==> src/rtl/algo_2ru_cntr_upd.sv <==
// Two-port counter-update engine: each port reads a word from the 2ru memory,
// adds an unsigned delta with saturation and writes the result back.
module algo_2ru_cntr_upd #(
  parameter int WIDTH   = 32,
  parameter int BITADDR = 13,
  parameter int BITDLTA = 8,
  parameter int TIMEOUT = 16,
  parameter int BITTOUT = 5,
  parameter int NUMRUPT = 2
) (
  input  logic                         clk,
  input  logic                         rst,
  input  logic                         ready,
  input  logic [NUMRUPT-1:0]           upd_vld,
  output logic [NUMRUPT-1:0]           upd_rdy,
  input  logic [NUMRUPT*BITADDR-1:0]   upd_addr,
  input  logic [NUMRUPT*BITDLTA-1:0]   upd_delta,
  output logic [NUMRUPT-1:0]           ru_read,
  output logic [NUMRUPT-1:0]           ru_write,
  output logic [NUMRUPT*BITADDR-1:0]   ru_addr,
  output logic [NUMRUPT*WIDTH-1:0]     ru_din,
  input  logic [NUMRUPT-1:0]           ru_vld,
  input  logic [NUMRUPT*WIDTH-1:0]     ru_dout,
  input  logic [NUMRUPT-1:0]           ru_serr,
  input  logic [NUMRUPT-1:0]           ru_derr,
  output logic [NUMRUPT-1:0]           done,
  output logic [NUMRUPT-1:0]           done_err,
  output logic [NUMRUPT*WIDTH-1:0]     done_val,
  output logic [NUMRUPT*8-1:0]         serr_cnt
);

  typedef enum logic [1:0] {
    S_IDLE = 2'd0,
    S_RD   = 2'd1,
    S_WAIT = 2'd2,
    S_WR   = 2'd3
  } state_t;

  localparam logic [BITTOUT-1:0] TLAST = BITTOUT'(TIMEOUT - 1);
  localparam logic [BITTOUT-1:0] TONE  = {{(BITTOUT-1){1'b0}}, 1'b1};

  state_t               r_state     [NUMRUPT];
  state_t               w_state_nxt [NUMRUPT];
  logic [BITTOUT-1:0]   r_timer     [NUMRUPT];
  logic [BITTOUT-1:0]   w_timer_nxt [NUMRUPT];
  logic [BITDLTA-1:0]   r_delta     [NUMRUPT];
  logic [BITDLTA-1:0]   w_delta_nxt [NUMRUPT];
  logic [WIDTH:0]       w_sum       [NUMRUPT];
  logic [WIDTH-1:0]     w_sat       [NUMRUPT];

  logic [NUMRUPT-1:0]         w_upd_rdy;
  logic [NUMRUPT-1:0]         r_ru_read,  w_ru_read_nxt;
  logic [NUMRUPT-1:0]         r_ru_write, w_ru_write_nxt;
  logic [NUMRUPT-1:0]         r_done,     w_done_nxt;
  logic [NUMRUPT-1:0]         r_done_err, w_done_err_nxt;
  logic [NUMRUPT*BITADDR-1:0] r_ru_addr,  w_ru_addr_nxt;
  logic [NUMRUPT*WIDTH-1:0]   r_ru_din,   w_ru_din_nxt;
  logic [NUMRUPT*WIDTH-1:0]   r_done_val, w_done_val_nxt;
  logic [NUMRUPT*8-1:0]       r_serr_cnt, w_serr_cnt_nxt;

  always_comb begin
    w_upd_rdy = '0;
    for (int p = 0; p < NUMRUPT; p++) begin
      w_upd_rdy[p] = ready && (r_state[p] == S_IDLE);
    end
  end

  always_comb begin
    w_state_nxt    = r_state;
    w_timer_nxt    = r_timer;
    w_delta_nxt    = r_delta;
    w_ru_read_nxt  = '0;
    w_ru_write_nxt = '0;
    w_done_nxt     = '0;
    w_done_err_nxt = '0;
    w_ru_addr_nxt  = r_ru_addr;
    w_ru_din_nxt   = r_ru_din;
    w_done_val_nxt = r_done_val;
    w_serr_cnt_nxt = r_serr_cnt;
    for (int p = 0; p < NUMRUPT; p++) begin
      // one spare bit catches the carry that triggers saturation
      w_sum[p] = {1'b0, ru_dout[p*WIDTH +: WIDTH]} +
                 {{(WIDTH+1-BITDLTA){1'b0}}, r_delta[p]};
      w_sat[p] = w_sum[p][WIDTH] ? {WIDTH{1'b1}} : w_sum[p][WIDTH-1:0];
      case (r_state[p])
        S_IDLE: begin
          if (upd_vld[p] && w_upd_rdy[p]) begin
            w_state_nxt[p]                     = S_RD;
            w_ru_read_nxt[p]                   = 1'b1;
            w_ru_addr_nxt[p*BITADDR +: BITADDR] = upd_addr[p*BITADDR +: BITADDR];
            w_delta_nxt[p]                     = upd_delta[p*BITDLTA +: BITDLTA];
          end else begin
            w_state_nxt[p] = S_IDLE;
          end
        end
        S_RD: begin
          w_state_nxt[p] = S_WAIT;
          w_timer_nxt[p] = {BITTOUT{1'b0}};
        end
        S_WAIT: begin
          w_timer_nxt[p] = r_timer[p] + TONE;
          if (ru_vld[p]) begin
            if (ru_serr[p] && (r_serr_cnt[p*8 +: 8] != 8'hFF)) begin
              w_serr_cnt_nxt[p*8 +: 8] = r_serr_cnt[p*8 +: 8] + 8'd1;
            end else begin
              w_serr_cnt_nxt[p*8 +: 8] = r_serr_cnt[p*8 +: 8];
            end
            if (ru_derr[p]) begin
              w_state_nxt[p]                 = S_IDLE;
              w_done_nxt[p]                  = 1'b1;
              w_done_err_nxt[p]              = 1'b1;
              w_done_val_nxt[p*WIDTH +: WIDTH] = {WIDTH{1'b0}};
            end else begin
              w_state_nxt[p]                 = S_WR;
              w_ru_write_nxt[p]              = 1'b1;
              w_done_nxt[p]                  = 1'b1;
              w_ru_din_nxt[p*WIDTH +: WIDTH]   = w_sat[p];
              w_done_val_nxt[p*WIDTH +: WIDTH] = w_sat[p];
            end
          end else if (r_timer[p] == TLAST) begin
            w_state_nxt[p]                 = S_IDLE;
            w_done_nxt[p]                  = 1'b1;
            w_done_err_nxt[p]              = 1'b1;
            w_done_val_nxt[p*WIDTH +: WIDTH] = {WIDTH{1'b0}};
          end else begin
            w_state_nxt[p] = S_WAIT;
          end
        end
        S_WR: begin
          w_state_nxt[p] = S_IDLE;
        end
        default: begin
          w_state_nxt[p] = S_IDLE;
        end
      endcase
    end
  end

  always_ff @(posedge clk) begin
    if (rst) begin
      for (int p = 0; p < NUMRUPT; p++) begin
        r_state[p] <= S_IDLE;
        r_timer[p] <= {BITTOUT{1'b0}};
        r_delta[p] <= {BITDLTA{1'b0}};
      end
      r_ru_read  <= '0;
      r_ru_write <= '0;
      r_done     <= '0;
      r_done_err <= '0;
      r_ru_addr  <= '0;
      r_ru_din   <= '0;
      r_done_val <= '0;
      r_serr_cnt <= '0;
    end else begin
      r_state    <= w_state_nxt;
      r_timer    <= w_timer_nxt;
      r_delta    <= w_delta_nxt;
      r_ru_read  <= w_ru_read_nxt;
      r_ru_write <= w_ru_write_nxt;
      r_done     <= w_done_nxt;
      r_done_err <= w_done_err_nxt;
      r_ru_addr  <= w_ru_addr_nxt;
      r_ru_din   <= w_ru_din_nxt;
      r_done_val <= w_done_val_nxt;
      r_serr_cnt <= w_serr_cnt_nxt;
    end
  end

  assign upd_rdy  = w_upd_rdy;
  assign ru_read  = r_ru_read;
  assign ru_write = r_ru_write;
  assign ru_addr  = r_ru_addr;
  assign ru_din   = r_ru_din;
  assign done     = r_done;
  assign done_err = r_done_err;
  assign done_val = r_done_val;
  assign serr_cnt = r_serr_cnt;

endmodule

==> config.mk <==
export PLATFORM = sky130hd
export DESIGN_NAME = algo_2ru_cntr_upd
export DESIGN_NICKNAME = d
export VERILOG_FILES = /design/src/rtl/algo_2ru_cntr_upd.sv
export SDC_FILE = /design/constraint.sdc
export NUM_CORES = 1
export LEC_CHECK = 0
export CAP_MARGIN = 15
export CORE_MARGIN = 4
export CORE_UTILIZATION = 50
export DETAILED_ROUTE_END_ITERATION = 6
export HOLD_SLACK_MARGIN = 0.06
export PLACE_DENSITY = 0.95
export SLEW_MARGIN = 5
export SYNTH_ARGS = -nofsm -noshare
export SYNTH_HDL_FRONTEND = slang
export SYNTH_SLANG_ARGS = --single-unit
==> constraint.sdc <==
create_clock -name clk -period 6.8 [get_ports clk]
set_input_delay 1.36 -clock clk [delete_from_list [all_inputs] [get_ports clk]]
set_output_delay 1.36 -clock clk [all_outputs]
set_load 0.05 [all_outputs]
==> metrics <==
via count=9494; clock transition at the registers of the reported paths=0.06 ns; setup TNS=0 ns; Slew HR=28.8%; CTS Buffer Depth=3; core area=0.0181 mm^2; final hold violation count=0; die area=0.0208 mm^2; Root Driver=clkbuf_16; pre-CTS setup slack=2.53 ns; Setup Skew=approximately 0.0087 ns; WP data arrival=2.92 ns; DR DRC count=0; Mapped Area=0.00928 mm^2; top-area cell type share of the netlist area=approximately 45%; Mapped Nets=1260; PnR worst setup slack=2.52 ns; Die Width=144 um; Setup Crit Path Kind=in2out; first-pass GRT wire length=47000 um; top area cells in the synthesized netlist=dfxtp_1, nand2_1, a21oi_1, ha_1, nor2_1; Clock power frac=42.7%; element type at the critical path start=primary input; initial core utilization=51.3%; Flop pwr share=around 46%; sequential element share of the synthesized area=44.9%; Critical R2R Launch=r_delta[0]$_SDFFE_PP0P_; Worst Hold Depth=2; Comb pwr share=11.8%; final core occ=72.2%; Worst VDD drop=~0.00022 V; Post-DRT Antenna Nets=0; Die Y=roughly 140 um; post-CTS setup buffer count=0; H-tree depth=1; switching power=0.000695 W; CP required=5.44 ns; post-synthesis async set-or-reset flop share=0%; status=complete, no violations; capturing element type of the critical path=primary output; largest net degree at the start of global routing=87; Pwr Density=211 mW/mm^2; Port-buffer cells=296; Sw Share=between 20% and 30%; CP Max Fanout=4; ANT cells=0; area grow syn2layout=40.6%; Post-Syn Instances=1113; final setup vio count=0; Worst Tran Pin Value=1.07 ns; EDFF count, synth=0; CTS tree=done; # nets final=1528; Ys Warns=0; layout cells sized above 1=4.87%; count leader, synth=dfxtp_1; Synth cell types=68; Boundary Pins=~300; DR WL/cell=18.6 um; cells on worst reg2reg path=8; cts hold-fix bufs=0; post-DP HPWL=21700 um; Post-synth top cells=dfxtp_1, nand2_1, a21oi_1; Slew Viols, Final=0; Cell Rows=49; Pwr Total=0.00275 W; first drt pass iteration count=7; FMAX=233 MHz; max cap viols=0; Pint=about 0.0021 W; Post-CTS Resized=0; CTS Sinks=208; r2r setup slk=3.91 ns; Hold Startpoint=ru_din[51]$_SDFFE_PP0P_; vias in the first global route=9380; worst min path class=reg2reg; cell taking the most area after synthesis=dfxtp_1; Hold EP=ru_din[51]$_SDFFE_PP0P_; Mean Syn Cell Area=8.34 um^2; RSZ-0062 raised after global routing=false; total gr overflow=0; Iter 0 DRT Violations=668; flops & latches, synth=208; initial antenna violation count=0; fin crit share=a little over three fifths; Placer Congestion=0.954; total CTS buffers=21; WL final=approximately 30000 um; DR vias/cell=5.84; top_reg_cell synth=dfxtp_1; Pleak=just under 5 nW; Tmin final=roughly 4.3 ns; reg2reg end=ru_din[35]$_SDFFE_PP0P_; clk_lat worst skew=0.50 ns; Total GRT Usage=between 20% and 30%
==> power by group through the flow <==
stage | logic (W) | registers (W) | clock network [W]
2_1_floorplan | 0.000126 | 0.00132 | 0
3_3_place_gp | 0.000312 | 0.00128 | 0
3_5_place_dp | 0.000318 | 0.00128 | 0
4_1_cts | 0.000322 | 0.00125 | 0.00119
5_1_grt | 0.000348 | 0.00125 | 0.00124
6_report | 0.000325 | 0.00125 | 0.00117
==> logic make-up (layout without fill, tap and decap cells) <==
group                    after synthesis  after routing  share of synthesized area (%)
AO/OA/AOI/OAI                        324            324                           21.8
XOR/XNOR                              37             37                           3.49
adder cells (fa/ha/maj)               30             30                           4.21
buffers and inverters                 75            358                           3.18
flip-flops                           208            208                           44.9
multiplexers                           4              4                          0.431
AND/OR/NAND/NOR                      435            435                           22.0
==> layer usage <==
layer / part of all wire [%] / track usage [%] / vias up
li1: - / - / 4512
met1: 40 / 34.3 / 4477
met2: 47 / 46.7 / 422
met3: 8.8 / 6.88 / 83
met4: 3.6 / 10.2 / 0
met5: 0 / 0 / -
==> cells in the final DEF, fill, tap and decap left out, types with 21 or more instances in the layout <==
master	count
xnor2_1	21
nand2_1	205
clkbuf_16	21
a21oi_1	134
dfxtp_1	208
a211oi_1	21
a21o_1	33
nor2_1	74
o21ai_0	47
nand3_1	34
ha_1	28
clkdlybuf4s50_1	295
==> worst max-delay path, stage by stage <==
cell and delay (ns):
clkdlybuf4s50_1 0.55, and2_1 0.20, clkdlybuf4s50_1 0.81
==> registers in the layout (all words and copies together), names as in the netlist <==
signal,flops
done_val,64
ru_din,64
ru_addr,26
r_delta,16
serr_cnt,16
r_timer,10
r_state,4
done,2
done_err,2
ru_read,2
ru_write,2
==> worst max path at each step <==
stage | start | end | slack (ns)
final | ready | upd_rdy[0] | 2.52
after CTS | ready | upd_rdy[0] | 2.52
after detailed placement | ready | upd_rdy[0] | 2.53
after global routing | ready | upd_rdy[0] | 2.48
after floorplan | ru_dout[32] | done_val[59]$_SDFFE_PP0P_ | 3.37
after global placement | ready | upd_rdy[0] | 2.53
==> metrics by stage <==
step                      std cells  hold slack, ns  area [um^2]
after floorplan                1113           0.432         9280
after global placement         1586           0.425        12300
after detailed placement       1586           0.434        12300
after CTS                      1624           0.444        13000
after global routing           1625           0.458        13100
final                          1625           0.442        13100
==> area by class of cell <==
class	count	area (um^2)
Clock inverter	9	78.8
Multi-Input combinational cell	830	4820
Timing Repair Buffer	302	3010
Fill cell	1321	5030
Inverter	18	67.6
Clock buffer	29	626
Sequential cell	208	4160
Tap cell	229	287
Power figures use the tool's default switching activity.
